## config.mk

```make
export PLATFORM = sky130hd
export DESIGN_NAME = settle_timer
export DESIGN_NICKNAME = d
export VERILOG_FILES = /design/src/rtl/truth_table_checker_settle_timer.sv
export SDC_FILE = /design/constraint.sdc
export NUM_CORES = 1
export LEC_CHECK = 0
export ABC_AREA = 1
export ABC_CLOCK_PERIOD_IN_PS = 2500
export BUFFER_PORTS_ARGS = -buffer_cell sky130_fd_sc_hd__buf_2
export CORE_AREA = 2 2 39 41
export DETAILED_ROUTE_END_ITERATION = 8
export DIE_AREA = 0 0 41 43
export GPL_TIMING_DRIVEN = 0
export PLACE_DENSITY = 0.59
export SYNTH_ARGS = -nofsm -noshare
export SYNTH_HDL_FRONTEND = slang
export SYNTH_SLANG_ARGS = --single-unit
```

## constraint.sdc

```tcl
create_clock -name clk -period 2.5 [get_ports clk]
set_input_delay 0 -clock clk [delete_from_list [all_inputs] [get_ports clk]]
set_output_delay 0 -clock clk [all_outputs]
set_load 0.005 [all_outputs]
```

## src/rtl/truth_table_checker_settle_timer.sv

```systemverilog
// Per-vector settle counter: counts 0..SETTLE_CYCLES while enabled and pulses
// expired on the terminal count.
module settle_timer #(
    parameter int SETTLE_CYCLES = 4
) (
    input  logic clk,
    input  logic rst_n,
    input  logic clear,
    input  logic en,
    output logic expired
);

    logic [7:0] cnt_q, cnt_d;

    assign expired = en && (cnt_q == 8'(SETTLE_CYCLES));

    always_comb begin
        cnt_d = cnt_q;
        if (clear || expired) begin
            cnt_d = '0;
        end else if (en) begin
            cnt_d = cnt_q + 8'd1;
        end
    end

    always_ff @(posedge clk or negedge rst_n) begin
        if (!rst_n) begin
            cnt_q <= '0;
        end else begin
            cnt_q <= cnt_d;
        end
    end

endmodule

```

# Yosys cells after proc, flatten, opt, wreduce, memory -nomap -nowiden
# Cells that the tools add are included.
# op_classes
add_sub_neg	1
mul	0
div_mod_pow	0
order_cmp	0
eq_ne	1
shift	0
mux	2
bitwise	0
n_reduce_logical	3
# op_table
operator	n
$mux 8	2
$add 8x1->8 const B	1
$eq 8x3->1 const B	1
$reduce_bool 2->1	1
$logic_and 1x1->1	1
$logic_or 1x1->1	1
# word_totals
regBits	8
latchBits	0
ramBits	0
rom_bits	0
in_bits	4
out_inout_bits	1
word_cells	8
memories	0

# Logic depth before layout (Yosys ltp)
# Gate-level depths: netlist of the first run.
# logic_depth
word_depth	4
ltp_mapped	7
mapped_depth_nobuf	7

# Worst setup path before layout of the first run
# Ideal clock, no wire load.
# synth_path
path_type	flip-flop to flip-flop
startpoint	register cnt_q[0]
endpoint	register cnt_q[2]
setup_time_ns	0.126
t_arrival_ns	0.975
required_time_ns	2.374
slack_ns	1.398
path_stages_with_launch	8
path_buffers	0
period_less_slack_ns	1.102
path_cell_list	dfrtp_1 inv_1 ha_1 nand2_1 nor2_1 nand2_2 nand2_2 nor3_1
# synth_between
elab_chain_cells	4
word_cells_on_any_way	7
cone_classes	add/sub (1); eq/ne (1); mux (2); reduce/logical (3)
# synth_lines
element	line	source
start, declared	13	logic [7:0] cnt_q, cnt_d;
start signal, assigned	30	cnt_q <= cnt_d;
branches (longest 4 deep; another with $add 8x1->8)	n/a	
# Several ways; the timed one is not identified. The select of a mux whose other input is x is not followed.
# A chain may end at the register's enable or synchronous reset.

# Final worst setup path of the first run
# layout_path
startpoint	register cnt_q[0]
endpoint	output expired
# layout_between
elab_chain_cells	2
# layout_lines
element	line	source
$eq 8x3->1	15	assign expired = en && (cnt_q == 8'(SETTLE_CYCLES));
$logic_and 1x1->1	15	
end, declared	10	output logic expired
# Every way passes these cells.

==> results.toml, run 1 <==
[run_status]
status = "finished clean"

[power_and_ir_drop]
clkPwrFrac = 0.396
leakagePower_nw = 0.292
netSwitchingFraction = 0.251
irDropWorstVdd_v = 0.000217
power_switching_uw = 65.8
p_int_uw = 196
seqPwrFrac = 0.515
p_per_area_mw_per_mm2 = 470
pwr-share-comb = 0.089

[die]
rows = 14
dieArea_mm2 = 0.00176
io_pins = 5
die_w_um = 41
core_mm2 = 0.00138
fp.dieH_um = 43
initial_core_util = 0.351

[sta]
slew_headroom = 0.872
final_hold_viol_count = 0
skew_ns = 0.00959
worst_slack_ns = 1.15
rsz0062_at_grt = "no"
fin_crit_ns = 1.35
fmax_ghz = 0.739
tightest_slew_ns = 0.192
fin_setup_tns_ns = 0
slew_violations = 0
fin_crit_sh = 0.541
finalSetupViolations = 0

[place]
dpl.hpwl_um = 694
dp_cells = 86
place_worst_setup_slack_ns = 1.27
place.gp.congestion = 0.781
portBuffers = 4

[global_routing]
antenna_found_initial = 0
grt_busiest_layer = "met2"
grt_start_max_net_pins = 9
grt_pass1_wl_mm = 1.53
grt_pass1_vias = 379
gr-usage-met3 = 0.0314
gr-usage-met2 = 0.206
overflow = 0
grt_usage = 0.136
met1_usage = 0.157

[clocking]
cts_resized = 0
cts_made_buffers = 3
clockBufferDepth = 2
cts.sinks = 8
ctsHoldBuffers = 1
post-cts-setup-buffers = 0
clk_pin_slew_worst_paths_ns = 0.06
cts_tree = "yes"
clk-insertion-delay-late_ns = 0.26
cts.htree.levels = 1
cts-root-buf = "clkbuf_4"

[routing]
drc = 0
drt-initial-drc-count = 12
ant_nets = 0
vias = 422
routedWlPerCell_um = 10.0
dr.pass1.iters = 4
routed_wl_um = 900
vias_per_cell = 4.69

[setup_path]
cp_max_fo = 6
ff2ff_setup_slack_ns = 1.26
worstSetupEndpointType = "primary output"
setup.worst_path.class = "flop to primary output"
required_ns = 2.50
start_kind = "flop"
crit_arrival_ns = 1.35

[logic_synthesis]
synth_top_area_frac = 0.412
netlist_instances = 66
synth-seq-cells = 8
avgSynthCellArea_um2 = 7.36
netlist-cell-type-count = 14
synth.largest_area_cell = "dfrtp_1"
synth.net_count = 72
ys_seq_area_frac = 0.412
yosys-top-cells-area = "dfrtp_1 (41%), nand2_1 (12%), inv_1 (9.3%)"
yosys_warnings = 0
synth_area_um2 = 485

[final_layout]
max_flop_register = "cnt_q"
drive_above_1_share = 0.176
layout.cells.most_common = "nand2_1"
most-common-layout-cells = "nand2_1 (15), inv_1 (12), nor2_1 (9), dfrtp_1 (8), nand3_1 (5)"
finalNetCount = 82
top_regs = "cnt_q: 8 flops"
final_cell_count_no_fill = 90
antenna_cells = 0
largest_reg_flops = 8
syn_to_final_growth_pct = 14.9

[flow_run]
drv_cap = 0

[min_path]
hp-class = "primary input to flop"
[logic make-up (layout without fill, tap and decap cells)]
logic type      Yosys count  count (layout)  share of synthesized area
compound gates            3               3                     0.0309
xor+xnor                  1               1                     0.0180
fa+ha+maj                 2               2                     0.0515
buf+inv                  12              20                     0.0928
flops                     8               8                      0.412
simple gates             40              40                      0.394
[final cells by class]
class | instances | area [um^2]
Tap cell | 16 | 20.0
Sequential cell | 8 | 200
Multi-Input combinational cell | 46 | 240
Inverter | 12 | 45.0
Clock buffer | 3 | 22.5
Fill cell | 142 | 826
Timing Repair Buffer | 5 | 30.0
[worst max-delay path, stage by stage, from the launching register on]
cell	delay [ns]
dfrtp_1	0.41
inv_1	0.09
ha_1	0.14
nand2_1	0.06
nor2_1	0.13
nand2_2	0.11
inv_1	0.06
buf_2	0.10
[metrics by stage]
step                      hold WS [ns]  utilization  area (um^2)  power, mW
final                          0.00109        0.403          558      0.262
after global placement          -0.141        0.380          526      0.160
after detailed placement        -0.141        0.380          526      0.160
after CTS                      0.00442        0.403          558      0.267
after global routing            0.0263        0.403          558      0.280
after floorplan                 -0.296            -          485      0.150
[Yosys cell counts]
cell type / number
nand4_1: 4
inv_1: 12
nand3_2: 1
ha_1: 2
nor2_2: 1
nor2_1: 9
nor2_4: 1
nor3_1: 1
dfrtp_1: 8
nand2_2: 3
xor2_1: 1
nand3_1: 5
a21oi_1: 3
nand2_1: 15
[final timing paths]
kind / start / to / cells past startpoint
max: cnt_q[0] / expired / 7
min: clear / cnt_q[1] / 4
max reg2reg: cnt_q[0] / cnt_q[2] / 7
min reg2reg: cnt_q[1] / cnt_q[1] / 2
max in group asynchronous: rst_n / cnt_q[2] / 2
min in group asynchronous: rst_n / cnt_q[6] / 2
[routing by layer]
layer,routed length [um],part of all wire
met5,0,0
met4,23,0.026
met3,17,0.019
met2,434,0.48
met1,424,0.47
[power by group through the flow]
stage / clock [mW] / combinational [mW] / sequential (mW)
3_3_place_gp: 0 / 0.0227 / 0.138
5_1_grt: 0.117 / 0.0276 / 0.136
3_5_place_dp: 0 / 0.0227 / 0.137
4_1_cts: 0.108 / 0.0240 / 0.135
2_1_floorplan: 0 / 0.0133 / 0.137
6_report: 0.104 / 0.0232 / 0.135
No activity file was read; power rests on OpenSTA's default activity.
==> run 2, diff against run 1 <==
Settings changed: ABC_CLOCK_PERIOD_IN_PS 2500 to 1300.
Clock period 2.5 ns to 1.3 ns, I/O delays scaled along.
==> run 2 against run 1 <==
Effect of this change:
- sequential share of layout area decreased by 2.4 points
- wire length grew 12%
- critical path depth stayed put
- clock power rose by 90%
- non-clock buffer count increased by 4
- die area is the same
- worst hold slack improved by 0.016 ns
==> results.toml, run 2 (synthesis gave the netlist of run 1 again) <==
[setup_path]
critPathBufInv = 3
setup.worst_path.class = "flop to primary output"
cpMaxStageDelayCell = "dfrtp_1"
worstSetupEndpointType = "primary output"
critPathMaxStageDelay_ns = 0.40
path_cells = "inv_1 -> ha_1 -> nand2_2 -> nor2_2 -> nand2_2 -> inv_1 -> buf_2"
cp_max_fo = 4
cp_top_family = "flip-flops"
required_ns = 1.30
start_kind = "flop"
crit_arrival_ns = 1.26

[routing]
dr.pass1.iters = 4
routedWlPerCell_um = 10.8
vias_per_cell = 4.74
drt-initial-drc-count = 11
routed_wl_mm = 1.01
drc = 0
vias = 446
ant_nets = 0

[clocking]
cts_made_buffers = 3
clk-insertion-delay-late_ns = 0.26
clk_pin_slew_worst_paths_ns = 0.06
cts.htree.levels = 1
cts-root-buf = "clkbuf_4"
cts.sinks = 8
clockBufferDepth = 2
cts_tree = "yes"

[sta]
slew_violations = 0
fmax_ghz = 0.793
skew_ns = 0.00611
rsz0062_at_grt = "yes"
final_hold_viol_count = 0
fin_crit_ns = 1.26
finalSetupViolations = 0
tightest_slew_ns = 0.194
fin_crit_sh = 0.970
hold_slack_ns = 0.0170
fin_setup_tns_ns = 0
slew_headroom = 0.871

[final_layout]
fin_util = 0.432
drive_above_1_share = 0.282
largest_reg_flops = 8
antenna_cells = 0
final_cell_count_no_fill = 94
top_regs = "cnt_q: 8 flops"
syn_to_final_growth_pct = 23.2
layout.cells.most_common = "nand2_1"
finalNetCount = 86
max_flop_register = "cnt_q"
most-common-layout-cells = "nand2_1 (14), inv_1 (11), dfrtp_1 (8), nor2_1 (6), nand3_1 (5)"

[die]
io_pins = 5
dieArea_mm2 = 0.00176
fp.dieH_um = 43
initial_core_util = 0.351
core_mm2 = 0.00138
die_w_um = 41
rows = 14

[place]
dpl.hpwl_um = 694
portBuffers = 4
place.gp.congestion = 0.781
dp_cells = 86

[power_and_ir_drop]
irDropWorstVdd_v = 0.000410
leakagePower_nw = 0.311
p_per_area_mw_per_mm2 = 862
p_total_uw = 515

[global_routing]
grt_pass1_vias = 418
overflow = 0
grt_pass1_wl_mm = 1.66
antenna_found_initial = 0
grt_start_max_net_pins = 9
grt_usage = 0.146

[run_status]
status = "finished clean"

[min_path]
hp-class = "primary input to flop"

[flow_run]
drv_cap = 0
[run 2: through the flow]
stage | worst slack, ns | area [um^2]
2_1_floorplan | 0.198 | 485
3_3_place_gp | 0.0630 | 526
3_5_place_dp | 0.0664 | 526
4_1_cts | 0.00271 | 581
5_1_grt | -0.0771 | 598
6_report | 0.0385 | 598
[run 2: final cells by class]
type / count / area (um^2)
fill: 142 / 786
clock buffer: 3 / 22.5
inverter: 12 / 45.0
multi-input combinational: 46 / 250
tap: 16 / 20.0
sequential: 8 / 200
timing repair buffer: 9 / 60.1
[run 2: path summary, 6_finish.rpt]
check	from	end	slack (ns)	cells past startpoint
setup / recovery	cnt_q[1]	expired	0.04	7
hold / removal	clear	cnt_q[1]	0.02	4
setup reg to reg	cnt_q[1]	cnt_q[1]	0.07	8
hold reg to reg	cnt_q[0]	cnt_q[0]	0.56	3
max in group asynchronous	rst_n	cnt_q[2]	1.02	2
min in group asynchronous	rst_n	cnt_q[6]	0.10	2
[run 2: worst register-to-register path: stages, from the launching register on]
cell and delay, ns:
dfrtp_1 0.40, inv_1 0.06, ha_1 0.14, nand2_2 0.06, nor2_2 0.09, nand2_2 0.09, buf_4 0.15, nand4_1 0.07
nand2_1 0.06
[run 2: report_power, final]
group / internal (mW) / total, mW / switching, mW
registers: 0.255 / 0.259 / 0.00447
clock network: 0.106 / 0.198 / 0.0922
logic: 0.0250 / 0.0581 / 0.0331
total: 0.386 / 0.515 / 0.130
[run 2: metal layers]
metal,track usage,wire [um],vias up
met5,0,0,-
met3,0.0314,16,3
met4,0.100,25,0
met1,0.167,478,206
li1,-,-,231
met2,0.228,491,6
[run 2: what timing repair did]
action,CTS,global route
hold endpoints to repair,8,0
pin swaps,0,1
setup endpoints to repair,1,6
gates resized for setup,0,5
hold buffers,1,0
buffers inserted,3,1
